$ cat src/rtl/fifo_rd_sched_pkg.sv
// -----------------------------------------------------------------------------
// fifo_rd_sched_pkg
// Shared definitions for the FIFO read scheduler:
//   - scheduler state encoding
//   - datapath widths (data, beat, channel mask, length)
//   - bit positions of the fields inside a 140-bit FIFO word
//   - binary-to-gray helper used on the 128-bit payload
// -----------------------------------------------------------------------------
package fifo_rd_sched_pkg;

  localparam int DATA_W    = 128;
  localparam int BEAT_W    = 16;
  localparam int CH_W      = 8;
  localparam int LEN_W     = 4;
  localparam int MAX_BEATS = 8;
  localparam int CNT_W     = 16;

  localparam int WORD_W    = DATA_W + CH_W + LEN_W;

  // FIFO word layout: {data, channel mask, length}
  localparam int LEN_LSB   = 0;
  localparam int LEN_MSB   = LEN_LSB + LEN_W - 1;
  localparam int CH_LSB    = LEN_MSB + 1;
  localparam int CH_MSB    = CH_LSB + CH_W - 1;
  localparam int DATA_LSB  = CH_MSB + 1;
  localparam int DATA_MSB  = DATA_LSB + DATA_W - 1;

  typedef enum logic [1:0] {
    ST_IDLE = 2'd0,
    ST_LOAD = 2'd1,
    ST_SEND = 2'd2
  } state_t;

  function automatic logic [DATA_W-1:0] bin2gray(input logic [DATA_W-1:0] bin);
    return bin ^ (bin >> 1);
  endfunction

endpackage

$ cat src/rtl/fifo_data_resolu.sv
// -----------------------------------------------------------------------------
// fifo_data_resolu
// Splits one FIFO word into its fields and gray-codes the payload.
// Purely combinational.
//
// Ports
//   i_word      in   WORD_W  raw FIFO word {data, mask, len}
//   o_gray      out  DATA_W  gray-coded payload (data ^ data>>1)
//   o_ch        out  CH_W    channel mask
//   o_len       out  LEN_W   length in beats
//   o_len_ok    out  1       length is in 1..MAX_BEATS
//   o_len_over  out  1       length is above MAX_BEATS
//   o_ch_zero   out  1       channel mask is all zeros
// -----------------------------------------------------------------------------
module fifo_data_resolu
  import fifo_rd_sched_pkg::*;
(
  input  logic [WORD_W-1:0] i_word,
  output logic [DATA_W-1:0] o_gray,
  output logic [CH_W-1:0]   o_ch,
  output logic [LEN_W-1:0]  o_len,
  output logic              o_len_ok,
  output logic              o_len_over,
  output logic              o_ch_zero
);

  logic [DATA_W-1:0] w_data;

  assign w_data     = i_word[DATA_MSB:DATA_LSB];
  assign o_ch       = i_word[CH_MSB:CH_LSB];
  assign o_len      = i_word[LEN_MSB:LEN_LSB];

  assign o_gray     = bin2gray(w_data);

  assign o_len_over = (o_len > LEN_W'(MAX_BEATS));
  assign o_len_ok   = (o_len != '0) && !o_len_over;
  assign o_ch_zero  = (o_ch == '0);

endmodule

$ cat src/rtl/fifo_rd_sched.sv
// -----------------------------------------------------------------------------
// fifo_rd_sched
// Pops packet words from a source FIFO (one-cycle read latency), gray-codes
// the 128-bit payload and streams it out MSB-first as 16-bit beats with a
// valid/ready handshake. Malformed words are dropped and flagged.
//
// Ports
//   clk         in   1    rising-edge clock
//   rst_n       in   1    asynchronous active-low reset
//   fifo_empty  in   1    source FIFO empty
//   fifo_rd_en  out  1    FIFO read strobe, data arrives next cycle
//   fifo_dout   in   140  {data[127:0], mask[7:0], len[3:0]}
//   dout        out  16   output beat (gray-coded)
//   dout_vld    out  1    beat valid
//   dout_rdy    in   1    downstream ready
//   dout_ch     out  8    channel mask of the current packet
//   dout_last   out  1    final beat of the packet
//   busy        out  1    scheduler not in IDLE
//   err_len     out  1    sticky: a length above 8 was seen
//   err_ch      out  1    sticky: a zero mask with a legal length was seen
//   err_clr     in   1    clears both sticky flags (a new error wins)
//   pkt_cnt     out  16   completed packets, wraps
// -----------------------------------------------------------------------------
module fifo_rd_sched
  import fifo_rd_sched_pkg::*;
(
  input  logic         clk,
  input  logic         rst_n,
  input  logic         fifo_empty,
  output logic         fifo_rd_en,
  input  logic [139:0] fifo_dout,
  output logic [15:0]  dout,
  output logic         dout_vld,
  input  logic         dout_rdy,
  output logic [7:0]   dout_ch,
  output logic         dout_last,
  output logic         busy,
  output logic         err_len,
  output logic         err_ch,
  input  logic         err_clr,
  output logic [15:0]  pkt_cnt
);

  state_t             r_state;
  state_t             w_next;

  logic [DATA_W-1:0]  r_shift;
  logic [CH_W-1:0]    r_ch;
  logic [LEN_W-1:0]   r_len;
  logic [LEN_W-1:0]   r_beat;
  logic [CNT_W-1:0]   r_pkt_cnt;
  logic               r_err_len;
  logic               r_err_ch;

  logic [DATA_W-1:0]  w_gray;
  logic [CH_W-1:0]    w_ch;
  logic [LEN_W-1:0]   w_len;
  logic               w_len_ok;
  logic               w_len_over;
  logic               w_ch_zero;

  logic               w_accept;
  logic               w_last;
  logic               w_pkt_done;
  logic               w_set_len;
  logic               w_set_ch;

  // ---------------------------------------------------------------------------
  // Field extraction / gray conversion of the word returned by the FIFO.
  // The fields are only meaningful in LOAD, one cycle after the read strobe.
  // ---------------------------------------------------------------------------
  fifo_data_resolu u_resolu (
    .i_word     (fifo_dout),
    .o_gray     (w_gray),
    .o_ch       (w_ch),
    .o_len      (w_len),
    .o_len_ok   (w_len_ok),
    .o_len_over (w_len_over),
    .o_ch_zero  (w_ch_zero)
  );

  assign w_accept   = dout_vld && dout_rdy;
  // r_beat counts beats already accepted, so the beat on the bus is r_beat+1
  assign w_last     = ((r_beat + LEN_W'(1)) == r_len);
  assign w_pkt_done = (r_state == ST_SEND) && w_accept && w_last;

  // ---------------------------------------------------------------------------
  // FSM: state register
  // ---------------------------------------------------------------------------
  always_ff @(posedge clk or negedge rst_n) begin
    if (!rst_n) begin
      r_state <= ST_IDLE;
    end else begin
      r_state <= w_next;
    end
  end

  // ---------------------------------------------------------------------------
  // FSM: next-state logic
  // ---------------------------------------------------------------------------
  always_comb begin
    w_next = r_state;
    case (r_state)
      ST_IDLE: begin
        if (!fifo_empty) begin
          w_next = ST_LOAD;
        end
      end
      ST_LOAD: begin
        // Words with a length outside 1..8 or an empty mask produce no beats
        if (w_len_ok && !w_ch_zero) begin
          w_next = ST_SEND;
        end else begin
          w_next = ST_IDLE;
        end
      end
      ST_SEND: begin
        if (w_accept && w_last) begin
          w_next = ST_IDLE;
        end
      end
      default: begin
        w_next = ST_IDLE;
      end
    endcase
  end

  // ---------------------------------------------------------------------------
  // FSM: outputs
  // ---------------------------------------------------------------------------
  always_comb begin
    fifo_rd_en = 1'b0;
    dout       = '0;
    dout_vld   = 1'b0;
    dout_ch    = '0;
    dout_last  = 1'b0;
    busy       = (r_state != ST_IDLE);
    case (r_state)
      ST_IDLE: begin
        // Gated with rst_n so no read can be issued while reset is held
        fifo_rd_en = !fifo_empty && rst_n;
      end
      ST_SEND: begin
        dout      = r_shift[DATA_W-1 -: BEAT_W];
        dout_vld  = 1'b1;
        dout_ch   = r_ch;
        dout_last = w_last;
      end
      default: begin
      end
    endcase
  end

  // ---------------------------------------------------------------------------
  // Packet datapath: capture in LOAD, shift out on each accepted beat.
  // Everything holds while the downstream stalls.
  // ---------------------------------------------------------------------------
  always_ff @(posedge clk or negedge rst_n) begin
    if (!rst_n) begin
      r_shift <= '0;
      r_ch    <= '0;
      r_len   <= '0;
      r_beat  <= '0;
    end else begin
      case (r_state)
        ST_LOAD: begin
          r_shift <= w_gray;
          r_ch    <= w_ch;
          r_len   <= w_len;
          r_beat  <= '0;
        end
        ST_SEND: begin
          if (w_accept) begin
            r_shift <= r_shift << BEAT_W;
            r_beat  <= r_beat + LEN_W'(1);
          end
        end
        default: begin
        end
      endcase
    end
  end

  // ---------------------------------------------------------------------------
  // Sticky error flags and packet counter
  // ---------------------------------------------------------------------------
  assign w_set_len = (r_state == ST_LOAD) && w_len_over;
  assign w_set_ch  = (r_state == ST_LOAD) && w_len_ok && w_ch_zero;

  always_ff @(posedge clk or negedge rst_n) begin
    if (!rst_n) begin
      r_err_len <= 1'b0;
      r_err_ch  <= 1'b0;
    end else begin
      // A new error in the same cycle as err_clr keeps the flag set
      r_err_len <= w_set_len || (r_err_len && !err_clr);
      r_err_ch  <= w_set_ch  || (r_err_ch  && !err_clr);
    end
  end

  always_ff @(posedge clk or negedge rst_n) begin
    if (!rst_n) begin
      r_pkt_cnt <= '0;
    end else if (w_pkt_done) begin
      r_pkt_cnt <= r_pkt_cnt + CNT_W'(1);
    end
  end

  assign err_len = r_err_len;
  assign err_ch  = r_err_ch;
  assign pkt_cnt = r_pkt_cnt;

endmodule

$ cat config.mk
export PLATFORM = sky130hd
export DESIGN_NAME = fifo_rd_sched
export DESIGN_NICKNAME = d
export VERILOG_FILES = /design/src/rtl/fifo_rd_sched_pkg.sv /design/src/rtl/fifo_data_resolu.sv /design/src/rtl/fifo_rd_sched.sv
export SDC_FILE = /design/constraint.sdc
export NUM_CORES = 1
export LEC_CHECK = 0
export CAP_MARGIN = 20
export CORE_MARGIN = 2
export CORE_UTILIZATION = 51
export CTS_CLUSTER_SIZE = 16
export DETAILED_ROUTE_END_ITERATION = 7
export PLACE_DENSITY = 0.77
export SYNTH_ARGS = -nofsm -noshare
export SYNTH_HDL_FRONTEND = slang
export SYNTH_SLANG_ARGS = --single-unit
$ cat constraint.sdc
create_clock -name clk -period 2.55 [get_ports clk]
set_clock_uncertainty 0.1 [all_clocks]
set_input_delay 0.51 -clock clk [delete_from_list [all_inputs] [get_ports clk]]
set_output_delay 0.51 -clock clk [all_outputs]
set_load 0.05 [all_outputs]
==> summary.txt <==
Clock latency reported for the late side of the worst-skew pair - 0.43 ns
WL/cell - 16.5 microns
Clk pin slew, worst setup/hold paths - 0.06 ns
Area growth from synthesis to layout - 35.3%
Core area - 16600 sq um
Most frequent cell on the critical path - buf_12
Cell with the most instances after synthesis - nand2_1
Grt met2 use - 42.6%
Area leader, netlist - dfrtp_1
# DRC - 0
# diodes - 0
Final setup vio count - 0
Storage cell area - 4110 sq um
Final Core Density - 70.7%
GR Util met1 - 35.5%
Port Buffer Count - 190
CTS tree - done
Setup crit end kind - output port
Post-Syn Nets - 1143
Total overflow reported by the global router - 0
Tot GR Track Use - 25.8%
Initial antenna violation count - 0
Max incr delay on CP - 0.40 ns
Max clock buf depth - 2
Top FF cell, synth - dfrtp_1
Worst path required time - 1.94 ns
Max Fclk - 405 MHz
Commonest cells post-synth - nand2_1 (248), dfrtp_1 (164), nor2_1 (107), xor2_1 (103), a31oi_1 (90)
Post-synthesis register bit count - 164
Initial core utilization - 52.3%
Final Hold Viols - 0
Cell area after synthesis - 8700 sq um
# clock sinks - 164
Peak VDD IR - 682 uV
Top cells by area, synth - dfrtp_1 (47%), nand2_1 (11%), xor2_1 (10%), a31oi_1 (6.5%), nor2_1 (4.6%)
Worst path cell trace - nand2b_2 > inv_4 > buf_12 > and2_1 > buf_12
Total die area - 18100 sq um
Post-synthesis sequential area ratio - 47.2%
Top Usage Layer GRT - met2
Tightest Pin Transition - 0.925 ns
Largest net degree at the start of global routing - 165
Synth top area share - 47.2%
Power per cell area - 1040 nW/um^2
Area occupied by multi-input gates - 4380 sq um
DR vias - 7567
Setup CP Type - flip-flop to output port
Gpl congestion - 0.830
Root buffer cell - clkbuf_16
Outcome - finished clean
DPL Wire Length - 16000 microns
Leak pwr - 5.09 nW
Fraction of layout cells with a size suffix above 1 - 8.52%
Vias per cell - 5.43
Tot Pwr - 0.0122 W
CP arrival - 1.86 ns
Mapped Cells - 996
Critical-path top delay cell - dfrtp_1
Type of origin of the critical path - flip-flop
Tcrit/Tclk final - 96.8%
Largest fanout on the critical path - 44
First-pass GRT wire length - 37200 microns
Row count - 47
Post-synth EDFFs - 0
GR Util met3 - 4.09%
Post-Layout Cell Count - 1394
Nets - 1308
Die X - 135 microns
ANT nets after route - 0
Htree depth - 4
Placed cells - 1361
TritonRoute pass-1 iters - 6
Distinct cell type count after synthesis - 41
Final min period - 2.47 ns
Worst Hold Class - input pin to asynchronous set/reset pin
Max cap viols - 0
CTS Buf Count - 17
Avg Cell Area, Syn - 8.73 sq um
Die Y - 135 microns
Fillcell total - 1261
Io pins - 191
Initial drt markers - 654
Fin. max-slew vios - 0
Drt total wl - 23000 microns
Ys async rst share - 100%
Crit path max-delay family - buffers and inverters
CP Buf/Inv Count - 3
Ys Warns - 0
Vias in the first global route - 7436
Slew Limit Headroom - 38.3%
placed cells by master, fill, tap and decap left out, drive strengths merged, types with 10 or more instances in the layout:
cell type / synthesis / final
a21oi: 13 / 13
a31oi: 90 / 90
and2: 25 / 25
buf: 28 / 48
clkbuf: 35 / 24
clkdlybuf4s50: 0 / 161
dfrtp: 164 / 164
nand2: 248 / 248
nand2b: 10 / 10
nand3: 24 / 24
nor2: 107 / 107
o21ai: 51 / 51
xnor2: 45 / 45
xor2: 104 / 104
registers in the layout, indices dropped and copies added (netlist names):
signal / cells
pkt_cnt: 16
r_ch: 8
r_beat: 4
r_len: 4
r_state: 2
err_ch: 1
err_len: 1
r_shift: 128
repair_timing:
action,CTS,global route
gates resized for setup,5,4
pin swaps,2,0
buffers inserted,0,1
hold buffers,0,0
endpoints found under the setup margin,17,17
endpoints found under the hold margin,0,0
final cells by class:
class	count	share of cell area [%]
well taps	220	2.34
repair buffers	209	20.4
clock inverters	8	0.840
multi-input cells	766	37.2
clock buffers	24	4.18
flip-flops and latches	164	34.9
inverters	3	0.117
where the power goes:
group          internal (W)  switching (W)
combinational       0.00217        0.00291
sequential          0.00379       0.000782
clock               0.00154        0.00104
total               0.00750        0.00473
worst paths after layout:
check | to | slack (ns) | startpoint | cells past startpoint
worst max-delay path | dout[12] | 0.08 | r_state[0] | 5
worst min-delay path | pkt_cnt[14] | 0.08 | rst_n | 2
worst max register to register | pkt_cnt[1] | 0.49 | r_beat[0] | 6
worst min register to register | pkt_cnt[15] | 0.36 | pkt_cnt[15] | 1
max in group asynchronous | r_beat[3] | 1.54 | rst_n | 2
min in group clk | pkt_cnt[15] | 0.36 | pkt_cnt[15] | 1
metrics by stage:
stage	hold WS [ns]	worst slack [ns]	setup TNS [ns]	instance area [sq um]
after floorplan	0.114	0.0504	0	8700
final	0.0843	0.0804	0	11800
after global routing	0.196	-0.00274	-0.00274	11800
after detailed placement	0.356	0.179	0	11100
after CTS	0.195	0.0228	0	11700
after global placement	0.351	0.203	0	11100
layer usage:
| metal | routed length [microns] | part of all wire [%] |
|---|---|---|
| met3 | 1280 | 5.6 |
| met5 | 0 | 0 |
| met2 | 11400 | 49 |
| met1 | 9960 | 43 |
| met4 | 389 | 1.7 |
cells by family after synthesis:
group,after synthesis,synth area share [%]
buffers and inverters,66,3.19
muxes,2,0.245
xor gates and xnor gates,150,15.4
and+or+nand+nor,448,22.7
adders and majority gates,2,0.288
DFF,164,47.2
AOI/OAI and AO/OA,164,11.0
Note: power is estimated with default switching activity, not from simulation.
